**config.mk**
```make
export PLATFORM = sky130hd
export DESIGN_NAME = waveform_player
export DESIGN_NICKNAME = d
export VERILOG_FILES = /design/src/rtl/waveform_player.sv
export SDC_FILE = /design/constraint.sdc
export NUM_CORES = 1
export LEC_CHECK = 0
export CORE_MARGIN = 2
export CORE_UTILIZATION = 35
export DETAILED_ROUTE_END_ITERATION = 8
export DONT_BUFFER_PORTS = 1
export GPL_ROUTABILITY_DRIVEN = 0
export GPL_TIMING_DRIVEN = 0
export HOLD_SLACK_MARGIN = 0.02
export PLACE_DENSITY = 0.56
export SLEW_MARGIN = 20
export SYNTH_ARGS = -nofsm -noshare
export SYNTH_HDL_FRONTEND = slang
export SYNTH_SLANG_ARGS = --single-unit
```
**constraint.sdc**
```tcl
create_clock -name clk -period 4.45 [get_ports clk]
set_clock_uncertainty 0.15 [all_clocks]
set_input_delay 0.89 -clock clk [delete_from_list [all_inputs] [get_ports clk]]
set_output_delay 0.89 -clock clk [all_outputs]
set_load 0.01 [all_outputs]
```
**src/rtl/waveform_player.sv**
```systemverilog
// Steps buffered waveform samples out to the AD5791 SPI master, one framed
// write per sample, with a programmable idle gap and optional looping.
module waveform_player #(
    parameter int unsigned         WORD_WID  = 20,
    parameter int unsigned         DAC_WID   = 24,
    parameter int unsigned         CMD_WID   = 4,
    parameter logic [CMD_WID-1:0]  DAC_CMD   = 4'b0001,
    parameter int unsigned         TIMER_WID = 32,
    parameter int unsigned         INDEX_WID = 11
) (
    input  logic                 clk,
    input  logic                 rst,
    input  logic                 run,
    input  logic                 do_loop,
    input  logic [TIMER_WID-1:0] time_to_wait,
    output logic                 ready,
    output logic                 finished,
    output logic [INDEX_WID-1:0] cur_index,
    input  logic [WORD_WID-1:0]  word,
    input  logic                 word_ok,
    input  logic                 word_last,
    output logic                 word_next,
    output logic                 word_rst,
    output logic [DAC_WID-1:0]   dac_out,
    output logic                 dac_arm,
    input  logic                 dac_finished
);

    typedef enum logic [2:0] {
        IDLE,
        REWIND,
        WAIT_WORD,
        ARM_DAC,
        WAIT_TIMER,
        ADVANCE,
        DONE
    } state_t;

    state_t                 state_q;
    logic                   ready_q;
    logic                   finished_q;
    logic                   word_next_q;
    logic                   word_rst_q;
    logic                   dac_arm_q;
    logic [DAC_WID-1:0]     dac_out_q;
    logic [INDEX_WID-1:0]   index_q;
    logic [TIMER_WID-1:0]   t_lat_q;
    logic [TIMER_WID-1:0]   timer_q;
    logic                   last_q;
    logic                   stop_q;

    always_ff @(posedge clk or posedge rst) begin
        if (rst) begin
            state_q     <= IDLE;
            ready_q     <= 1'b1;
            finished_q  <= 1'b0;
            word_next_q <= 1'b0;
            word_rst_q  <= 1'b0;
            dac_arm_q   <= 1'b0;
            dac_out_q   <= '0;
            index_q     <= '0;
            t_lat_q     <= '0;
            timer_q     <= '0;
            last_q      <= 1'b0;
            stop_q      <= 1'b0;
        end else begin
            word_next_q <= 1'b0;
            word_rst_q  <= 1'b0;
            unique case (state_q)
                IDLE: begin
                    if (run) begin
                        t_lat_q    <= time_to_wait;
                        word_rst_q <= 1'b1;
                        index_q    <= '0;
                        ready_q    <= 1'b0;
                        state_q    <= REWIND;
                    end
                end
                // Settle cycle: the buffer is still dropping its stale word_ok.
                REWIND, ADVANCE: begin
                    if (!run) begin
                        ready_q <= 1'b1;
                        state_q <= IDLE;
                    end else begin
                        state_q <= WAIT_WORD;
                    end
                end
                WAIT_WORD: begin
                    if (!run) begin
                        ready_q <= 1'b1;
                        state_q <= IDLE;
                    end else if (word_ok) begin
                        dac_out_q <= {DAC_CMD, word};
                        last_q    <= word_last;
                        dac_arm_q <= 1'b1;
                        stop_q    <= 1'b0;
                        state_q   <= ARM_DAC;
                    end
                end
                // A stop request is remembered so the SPI transfer is never cut short.
                ARM_DAC: begin
                    if (!run) begin
                        stop_q <= 1'b1;
                    end
                    if (dac_finished) begin
                        dac_arm_q <= 1'b0;
                        timer_q   <= '0;
                        if (stop_q || !run) begin
                            ready_q <= 1'b1;
                            state_q <= IDLE;
                        end else begin
                            state_q <= WAIT_TIMER;
                        end
                    end
                end
                WAIT_TIMER: begin
                    if (!run) begin
                        ready_q <= 1'b1;
                        state_q <= IDLE;
                    end else if (timer_q == t_lat_q) begin
                        if (!last_q) begin
                            word_next_q <= 1'b1;
                            index_q     <= index_q + INDEX_WID'(1);
                            state_q     <= ADVANCE;
                        end else if (do_loop) begin
                            word_rst_q <= 1'b1;
                            index_q    <= '0;
                            state_q    <= REWIND;
                        end else begin
                            finished_q <= 1'b1;
                            state_q    <= DONE;
                        end
                    end else begin
                        timer_q <= timer_q + TIMER_WID'(1);
                    end
                end
                DONE: begin
                    if (!run) begin
                        finished_q <= 1'b0;
                        ready_q    <= 1'b1;
                        state_q    <= IDLE;
                    end
                end
                default: begin
                    ready_q    <= 1'b1;
                    finished_q <= 1'b0;
                    dac_arm_q  <= 1'b0;
                    state_q    <= IDLE;
                end
            endcase
        end
    end

    assign ready     = ready_q;
    assign finished  = finished_q;
    assign word_next = word_next_q;
    assign word_rst  = word_rst_q;
    assign dac_arm   = dac_arm_q;
    assign dac_out   = dac_out_q;
    assign cur_index = index_q;

endmodule

```
# Word level (Yosys, flattened, before mapping)
# Cells that the tools add are included.
# Widths: inputs -> output; s select.
# totals
out_inout_bits	40
register_bits	106
rom_bits	0
latchBits	0
ram_bits	0
n_memories	0
# classes
multipliers	0
n_addsub	2
div	0
n_eq_ne	23
n_lt_le_gt_ge	0
n_reduce_logical	19
n_shift	0
n_bitwise	2
n_mux	50
# ops
operator	count
$mux 32	3
$pmux 32 s2	1
$mux 11	5
$add 32x1->32 const B	1
$eq 32x32->1	1
$mux 3	10
$ne 2x2->1 const B	13
$mux 1	23
$pmux 11 s2	1
$pmux 3 s6	1
$reduce_and 4->1	4
$reduce_or 5->1	3
$add 11x1->11 const B	1
$reduce_and 5->1	2
$eq 3x3->1 const B	3
$ne 3x3->1 const B	3
$pmux 1 s3	3
$eq 3x2->1 const B	2
$reduce_and 6->1	1
$reduce_bool 2->1	3
$pmux 1 s2	2
$eq 3x1->1 const B	1
$logic_not 3->1	1
$reduce_and 3->1	1
other kinds (6)	7

# Depth between registers and ports, before layout
# Gate-level depths: netlist of run 1.
# logic_depth
depth_word	5
depth_mapped	9

# Worst setup path after synthesis of run 1
# OpenSTA, ideal clock, no wires.
# synth_timing
kind	input port to flip-flop
start	in run
end	reg index_q[5], in the netlist cur_index[5]
required_ns	4.222
path_stages	6
arrival_time_ns	2.329
setup_slack_ns	1.893
path_buffers	2
cell_sequence	clkbuf_1 nand2b_1 or3_1 clkbuf_1 a2111o_1 a21oi_1
# synth_via
elab_chain_cells	2
# synth_rtl
item	line	rtl
from (decl)	13	input logic run,
$ne 2x2->1 (no line)	--	
$reduce_and 5->1 (no line) *	--	
to (signal assigned)	123	index_q <= index_q + INDEX_WID'(1);
to (decl)	46	logic [INDEX_WID-1:0] index_q;
# Every way passes the cells marked *; elsewhere a longest branch is shown, timed or not.
# A chain may end at the register's enable or synchronous reset.

# Final worst setup path of run 1
# layout_timing
start	reg timer_q[7]
end	reg index_q[2], in the netlist cur_index[2]
# layout_via
elab_chain_cells	3
# layout_rtl
item	line	rtl
from (decl)	48	logic [TIMER_WID-1:0] timer_q;
from (signal assigned)	134	timer_q <= timer_q + TIMER_WID'(1);
$eq 32x32->1	120	end else if (timer_q == t_lat_q) begin
$ne 2x2->1 (no line)	--	
$reduce_and 5->1 (no line)	--	
# No other way between the ends.

==> impl_metrics.csv, run 1 <==
group,metric,value,unit
routing,drt_iter0_drc,264,
routing,drc,0,
clocking,postCtsSetupBuffers,0,
setup_path,crit_chain,"clkbuf_1, xnor2_1, nand4_1, nor4_4, clkbuf_1, nand4_1, clkbuf_1, nand3b_1, mux2i_1",
setup_path,r2r-end,"cur_index[2]",
routing,routedWlPerCell,17.6,um
global_routing,grt-ovfl-total,0,
setup_path,timing.rr.start,"timer_q[7]",
routing,drt-total-wl,14200,um
synth,synth_top_family_by_area,"simple AND/OR/NAND/NOR gates",
global_routing,grt_antenna_before_repair,0,
setup_path,worstPathMaxFanout,10,
sta,slew_viol_final,0,
setup_path,cp-end-kind,"register",
layout,fin_area,6110,um2
worst_hold_path,worst_hold_path_type,"in -> async",
clocking,cts_tree,"built",
synth,muxShareOfSynthArea,7.31,%
routing,ant_nets,0,
layout,drive_gt1_share,10.4,%
sta,achievable-frequency,330,MHz
setup_path,cpLargestDelayFamily,"simple AND/OR/NAND/NOR gates",
clocking,cts_buffers,9,
sta,fin_crit_sh,68.0,%
placement,portBuffers,0,
pwr,vdd_ir_drop_max,0.308,mV
synth,ys_top_cells_by_area,"dfrtp_1 48%, nand2_1 9.3%, xnor2_1 6.1%",
floorplanning,die_w,129,um
global_routing,grt_usage,17.8,%
placement,place_area,5780,um2
setup_path,crit_start,"timer_q[7]",
run,maxCapViolCount,0,
setup_path,critical_path.most_common_cell,"clkbuf_1",
layout,fin_nets,652,
floorplanning,io_pins,99,
placement,dp.cells,791,
status,status,"finished, final reports clean",
pwr,leakage,2.67,nW
pwr,power.density,542,nW/um2
clocking,cts_resized,0,
clocking,insertion_delay,360,ps
sta,slew_headroom,47.2,%
placement,hpwl,10400,um
clocking,clockBufferDepth,2,
routing,vias_per_cell,5.31,
clocking,cts_root_buf,"clkbuf_16",
layout,finalNonFillerCells,807,
sta,timing.final.crit_period,3030,ps
setup_path,cp-start-kind,"register",
clocking,cts_hold_buf,0,
synth,synth-compound-area-share,11.1,%
floorplanning,rows,45,
setup_path,path_class,"reg -> reg",
sta,hold_violations,0,
synth,synth_flop_cell,"dfrtp_1",
setup_path,worstPathArrival,3120,ps
layout,antennaDiodeCount,0,
global_routing,grt_pass1_vias,4375,
synth,synth-adder-area-share,0.457,%
synth,synth-simple-area-share,23.3,%
sta,rsz0062_at_grt,"no",
routing,drtPass1Iterations,5,
synth,synth_cell_types,54,
synth,ys_seq_area_share,48.4,%
clocking,path_clk_slew,80,ps
synth,synthXorXnorAreaFrac,6.08,%
synth,syn_area,5480,um2
synth,netlist.area_leader.share,48.0,%
setup_path,path_buf_inv,3,
layout,syn_to_final_growth,11.5,%
setup_path,path_depth,9,
setup_path,timing.reg2reg.setup_slack,1420,ps
global_routing,grt_max_degree,57,
synth,avgSynthCellArea,9.49,um2
floorplanning,coreArea,15300,um2
floorplanning,die_h,129,um
clocking,clock_sinks,106,
clocking,htree_levels,3,
synth,yosysWarnings,0,
routing,vias,4285,
global_routing,grt_pass1_wl,23200,um
setup_path,cp.required,4550,ps
sta,tns,0,ps
setup_path,rr_worst_depth,9,
synth,synth_edf_count,0,
floorplanning,die-area,16700,um2
synth,synth_seq_cells,106,
synth,postSynthCellCount,577,
floorplanning,start_util,35.9,%
sta,setup_viol,0,
sta,tightest_slew,791,ps
synth,synth_area_leader_cell,"dfrtp_1",
synth,async_flop_share,100,%
setup_path,cp_slowest_stage_delay,490,ps
setup_path,cp_slowest_cell,"nor4_4",
setup_path,cp-endpoint,"cur_index[2]",
## layout make-up
type	count	area (um2)
multi-input combinational	429	2650
clock inverter	7	103
clock buffer	9	225
timing repair buffer	1	27.5
tap	211	264
inverter	11	46.3
buffer	33	136
fill	1509	9150
sequential	106	2650
## registers in the layout, summed over array words and instances, names as in the netlist
register / cells
cur_index: 11
dac_arm: 1
t_lat_q: 32
ready: 1
state_q: 3
dac_out: 21
word_rst: 1
timer_q: 32
finished: 1
word_next: 1
last_q: 1
stop_q: 1
## through the flow
step           hold slack, ps  power [W]  worst slack (ps)  utilization (%)
2_1_floorplan             317    0.00218               623                -
4_1_cts                   284    0.00335              1420             40.0
5_1_grt                   299    0.00352              1150             40.0
3_5_place_dp              346    0.00246              1170             37.9
3_3_place_gp              335    0.00243              -551             37.7
6_report                  267    0.00331              1420             40.0
## cells by family (layout without fill, tap and decap cells)
group / count (synthesis) / after routing
compound gates: 87 / 87
xor+xnor: 38 / 38
fa+ha+maj: 2 / 2
buf+inv: 44 / 61
flops: 106 / 106
mux: 37 / 37
other cells: 1 / 3
simple gates: 262 / 262
## layout by cell type (no fill, tap or decap), drive strengths merged, types with 4 or more instances in the layout
| master | count |
|---|---|
| clkbuf | 36 |
| nand3b | 6 |
| inv | 15 |
| mux2 | 24 |
| nand2b | 7 |
| a21oi | 28 |
| and2 | 6 |
| o21ai | 9 |
| nand3 | 19 |
| buf | 7 |
| nand2 | 135 |
| a211oi | 7 |
| nor3 | 6 |
| nand4 | 19 |
| nor2 | 30 |
| and3 | 10 |
| a2111oi | 5 |
| a31o | 4 |
| xnor2 | 38 |
| o22ai | 4 |
| mux2i | 13 |
| a22o | 4 |
| nor4 | 4 |
| a211o | 4 |
| and4 | 7 |
| or2 | 4 |
| dfrtp | 105 |
## how the worst min path moves through the flow
stage                      from  slack (ps)          end
floorplan           t_lat_q[29]         320  t_lat_q[29]
global placement    t_lat_q[31]         340  t_lat_q[31]
detailed placement  t_lat_q[20]         350  t_lat_q[20]
CTS                         rst         280  dac_out[14]
global route                rst         300  dac_out[19]
finish                      rst         270   dac_out[9]
## cell usage after synthesis, drive strengths merged (7+ instances only)
library cell / n
a211oi: 7
a21oi: 28
and3: 10
and4: 7
clkbuf: 27
dfrtp: 105
inv: 11
mux2: 24
mux2i: 13
nand2: 135
nand2b: 7
nand3: 19
nand4: 19
nor2: 30
o21ai: 9
xnor2: 38
## power by group
group | switching [W] | total, W | internal, W
clock network | 0.000415 | 0.000874 | 0.000459
logic | 0.000532 | 0.000909 | 0.000378
registers | 0.000279 | 0.00153 | 0.00125
total | 0.00123 | 0.00331 | 0.00208
## metal layers
layer / track usage (%) / wire [um]
met2: 28.0 / 6800
met5: 0 / 0
met1: 23.9 / 6300
met4: 7.42 / 363
met3: 4.00 / 743
(Power assumes the default switching activity.)
==> inputs of run 2 (changes only) <==
- clock period: 4.45 -> 3 ns (I/O delays scaled with it)
==> run 2 against run 1 <==
Against the previous run:
- critical path type unchanged
- register-to-register slack worse by 1200 ps
- routed wire length is 0.87% higher
- total power is 45% higher
- combinational power is 50% higher
- first-iteration DRC count is 27% higher
- non-clock buffer count is 6 higher
- setup slack worse by 1200 ps
- sequential cell count stayed put
- critical endpoint is now timer_q[23]
==> impl_metrics.csv, run 2 (synthesis results as in run 1) <==
group,metric,value,unit
status,status,"finished, final reports clean",
layout,fin_area,6140,um2
setup_path,cpLargestDelayFamily,"simple AND/OR/NAND/NOR gates",
pwr,vdd_ir_drop_max,0.452,mV
setup_path,cp_slowest_stage_delay,640,ps
pwr,power.share.switching,37.3,%
clocking,path_clk_slew,80,ps
placement,portBuffers,0,
floorplanning,io_pins,99,
routing,drc,0,
global_routing,grt_pass1_wl,23200,um
setup_path,crit_chain,"nand3_1, nor3_1, nand4_1, a211oi_2, a21oi_1, a31o_2",
layout,fin_nets,658,
layout,final_cell_mix,"135 x nand2_1, 105 x dfrtp_1, 38 x xnor2_1, 30 x nor2_1, 28 x a21oi_1",
layout,drive_gt1_share,11.5,%
floorplanning,rows,45,
sta,slew_viol_final,0,
floorplanning,coreArea,15300,um2
sta,hold_violations,0,
setup_path,path_buf_inv,0,
global_routing,grt-ovfl-total,0,
global_routing,grt_pass1_vias,4204,
setup_path,worstPathMaxFanout,10,
floorplanning,die_h,129,um
floorplanning,die-area,16700,um2
clocking,insertion_delay,360,ps
routing,drtPass1Iterations,5,
setup_path,worstPathArrival,2900,ps
layout,syn_to_final_growth,12.0,%
routing,routedWlPerCell,17.6,um
sta,fin_crit_sh,93.4,%
clocking,cts_buffers,9,
pwr,p_sw,0.00178,W
layout,final_common_cell,"nand2_1",
clocking,clockBufferDepth,2,
layout,antennaDiodeCount,0,
placement,hpwl,10600,um
pwr,p_comb_share,28.4,%
worst_hold_path,worst_hold_path_type,"in -> async",
sta,timing.final.crit_period,2800,ps
setup_path,cp-start-kind,"register",
pwr,power.density,780,nW/um2
pwr,p_int,0.00300,W
clocking,cts_tree,"built",
global_routing,grt_max_degree,33,
routing,drt_iter0_drc,334,
placement,place_area,5820,um2
routing,ant_nets,0,
setup_path,path_class,"reg -> reg",
sta,setup_viol,0,
run,maxCapViolCount,0,
setup_path,cp_slowest_cell,"a211oi_2",
setup_path,cp-end-kind,"register",
clocking,cts_root_buf,"clkbuf_16",
pwr,leakage,2.70,nW
floorplanning,die_w,129,um
layout,num-fill-cells,1509,
placement,place_worst_setup_slack,-25.1,ps
sta,achievable-frequency,357,MHz
global_routing,grt_antenna_before_repair,0,
pwr,p_clk_share,24.3,%
routing,vias_per_cell,5.34,
clocking,clock_sinks,106,
routing,vias,4343,
sta,fin_ws,198,ps
setup_path,cp.required,3100,ps
global_routing,grt_usage,18.0,%
clocking,htree_levels,3,
pwr,seqPwrFrac,47.3,%
sta,rsz0062_at_grt,"no",
routing,drt-total-wl,14300,um
sta,tightest_slew,774,ps
floorplanning,start_util,35.9,%
sta,slew_headroom,48.3,%
==> run 2: cell count changes in the layout (fill, tap and decap cells not counted), moves of 2 or more <==
| cell | before | now |
|---|---|---|
| buf_12 | 0 | 2 |
| clkbuf_2 | 0 | 2 |
| clkinv_8 | 2 | 0 |
| clkinv_4 | 0 | 2 |
| buf_4 | 3 | 7 |
==> run 2: what timing repair did <==
item	4_1_cts	5_1_grt
hold endpoints to repair	0	0
hold buffers	0	0
setup endpoints to repair	6	13
pin swaps	0	2
gates resized for setup	1	2
setup buffers	0	4
==> run 2: through the flow <==
stage	std cells	hold slack (ps)	total power (W)	utilization (%)	TNS, ps
finish	813	89.1	0.00479	40.2	0
global route	813	118	0.00511	40.2	0
CTS	809	105	0.00483	40.0	0
detailed placement	793	341	0.00366	38.1	-41.1
global placement	790	335	0.00360	37.7	-75.9
floorplan	579	317	0.00323	-	0
==> run 2: cell type report <==
cell class | instances | area (um2) | area share [%]
well taps | 211 | 264 | 4.30
inverters | 11 | 45.0 | 0.734
clock buffers | 10 | 229 | 3.73
plain buffers | 33 | 139 | 2.26
multi-input cells | 429 | 2650 | 43.2
clock inverters | 6 | 55.1 | 0.897
repair buffers | 7 | 97.6 | 1.59
flip-flops and latches | 106 | 2650 | 43.2
==> run 2: layer usage <==
layer,global-route usage [%],up-vias,routed length (um)
li1,-,2055,-
met1,24.3,2111,6440
met2,29.0,148,6890
met3,3.14,29,666
met4,6.71,0,333
met5,0,-,0
==> run 2: power by group through the flow <==
stage               combinational, W  clock, W  sequential, W
finish                       0.00136   0.00116        0.00227
global route                 0.00153   0.00125        0.00233
CTS                          0.00136   0.00119        0.00227
detailed placement           0.00136         0        0.00230
global placement             0.00132         0        0.00229
floorplan                    0.00105         0        0.00218
==> run 2: path summary, 6_finish.rpt <==
kind                                 startpoint           to  slack (ps)  cells past startpoint
worst max-delay path                 timer_q[3]  timer_q[23]         200                      6
worst min-delay path                        rst  dac_out[10]          90                      1
worst max register to register       timer_q[3]  timer_q[23]         200                      6
worst min register to register      t_lat_q[19]  t_lat_q[19]         350                      2
max in group asynchronous                   rst  timer_q[24]        1820                      3
min in group clk                time_to_wait[0]   t_lat_q[0]         190                      2
==> inputs of run 3 (changes only) <==
- PLACE_DENSITY: 0.56 -> not set
- PLACE_DENSITY_LB_ADDON: not set -> 0.15
==> run 3 against run 2 <==
Against the previous run:
- non-clock buffer count decreased by 2
- sequential share of layout area shrank 0.16 points
- hold slack worse by 76 ps
- critical path depth rose by 1
- first-iteration DRC count rose by 3.6%
- routed wire length up 0.86%
- global-route usage increased by 0.42 points
- critical path type unchanged
- largest power group unchanged
==> impl_metrics.csv, run 3 (synthesis results as in run 1) <==
group,metric,value,unit
routing,drt-total-wl,14500,um
clocking,cts_buffers,9,
sta,setup_viol,0,
floorplanning,die_w,129,um
pwr,p_comb_share,27.7,%
floorplanning,die_h,129,um
pwr,seqPwrFrac,46.2,%
pwr,p_clk_share,26.2,%
sta,timing.final.crit_period,2860,ps
pwr,power.share.switching,36.9,%
layout,final_common_cell,"nand2_1",
floorplanning,io_pins,99,
sta,fin_crit_sh,95.3,%
pwr,vdd_ir_drop_max,0.439,mV
routing,vias_per_cell,5.31,
global_routing,grt_max_degree,30,
global_routing,grt_antenna_before_repair,0,
layout,syn_to_final_growth,12.4,%
pwr,p_int,0.00309,W
floorplanning,coreArea,15300,um2
routing,drc,0,
clocking,cts_root_buf,"clkbuf_16",
floorplanning,start_util,35.9,%
pwr,power.density,794,nW/um2
routing,ant_nets,0,
floorplanning,rows,45,
sta,rsz0062_at_grt,"yes",
setup_path,cp.required,3100,ps
layout,fin_nets,656,
layout,drive_gt1_share,11.3,%
sta,slew_headroom,54.7,%
clocking,cts_tree,"built",
global_routing,grt-ovfl-total,0,
sta,achievable-frequency,350,MHz
setup_path,worstPathArrival,2960,ps
clocking,htree_levels,3,
setup_path,cp-start-kind,"register",
setup_path,cp-end-kind,"register",
sta,slew_viol_final,0,
routing,vias,4309,
pwr,leakage,2.70,nW
layout,antennaDiodeCount,0,
placement,hpwl,10700,um
sta,tightest_slew,678,ps
worst_hold_path,worst_hold_path_type,"in -> async",
layout,num-fill-cells,1532,
clocking,insertion_delay,360,ps
clocking,path_clk_slew,80,ps
placement,portBuffers,0,
run,maxCapViolCount,0,
setup_path,path_class,"reg -> reg",
global_routing,grt_usage,18.4,%
sta,hold_violations,0,
global_routing,grt_pass1_vias,4317,
clocking,clock_sinks,106,
routing,drtPass1Iterations,5,
layout,final_core_util,40.4,%
clocking,clockBufferDepth,2,
routing,routedWlPerCell,17.8,um
layout,final_cell_mix,"135 x nand2_1, 105 x dfrtp_1, 38 x xnor2_1, 30 x nor2_1, 28 x a21oi_1",
sta,hold_slack,13.6,ps
pwr,p_sw,0.00180,W
routing,drt_iter0_drc,346,
setup_path,worstPathMaxFanout,10,
status,status,"finished, final reports clean",
global_routing,grt_pass1_wl,23700,um
floorplanning,die-area,16700,um2
run 3: path summary, 6_finish.rpt:
path | start | to | slack, ps | cells after the start
worst max-delay path | state_q[0] | timer_q[5] | 140 | 7
min in group clk | time_to_wait[1] | t_lat_q[1] | 190 | 2
worst min register to register | ready | ready | 350 | 2
worst max register to register | state_q[0] | timer_q[5] | 140 | 7
max in group asynchronous | rst | timer_q[25] | 1920 | 3
worst min-delay path | rst | dac_out[5] | 10 | 1
run 3: power groups by stage:
stage               Combinational, W  Clock [W]  Sequential (W)
floorplan                    0.00105          0         0.00218
global placement             0.00132          0         0.00229
detailed placement           0.00135          0         0.00230
CTS                          0.00136    0.00132         0.00227
global route                 0.00153    0.00138         0.00232
finish                       0.00135    0.00128         0.00226
run 3: through the flow:
stage	setup WS (ps)	std cells	power [W]	setup TNS [ps]	cell area (um2)
2_1_floorplan	622	579	0.00323	0	5490
3_3_place_gp	-36.4	790	0.00361	-36.9	5750
3_5_place_dp	9.86	793	0.00365	0	5810
4_1_cts	22.5	809	0.00496	0	6130
5_1_grt	-37.3	811	0.00523	-76.7	6160
6_report	140	811	0.00489	0	6160
run 3: worst max-delay path, stage by stage, from the launching register on:
cell and delay (ps):
dfrtp_1 400, nor2_1 240, and2_1 330, nand2_1 340, a21oi_1 540, clkbuf_2 380, o21ai_0 120, a22o_1 250
run 3: layer usage:
layer / GRT usage [%] / part of all wire [%] / vias to the layer above
li1: - / - / 2054
met1: 26.1 / 47 / 2123
met2: 28.1 / 47 / 115
met3: 2.77 / 4.2 / 17
met4: 7.67 / 2.0 / 0
met5: 0 / 0 / -
run 3: layout make-up:
type                       count  area, um2  share of cell area, %
inverter                      11       45.0                  0.731
timing repair buffer           5       75.1                   1.22
multi-input combinational    429       2660                   43.2
buffer                        33        141                   2.30
clock buffer                   9        225                   3.66
clock inverter                 7       93.8                   1.52
tap                          211        264                   4.29
sequential                   106       2650                   43.1
run 3: timing repair:
| item | in CTS | in global routing |
|---|---|---|
| setup buffers | 0 | 2 |
| setup endpoints to repair | 0 | 27 |
| hold buffers | 0 | 0 |
| endpoints found under the hold margin | 0 | 0 |
| gates resized for setup | 0 | 7 |
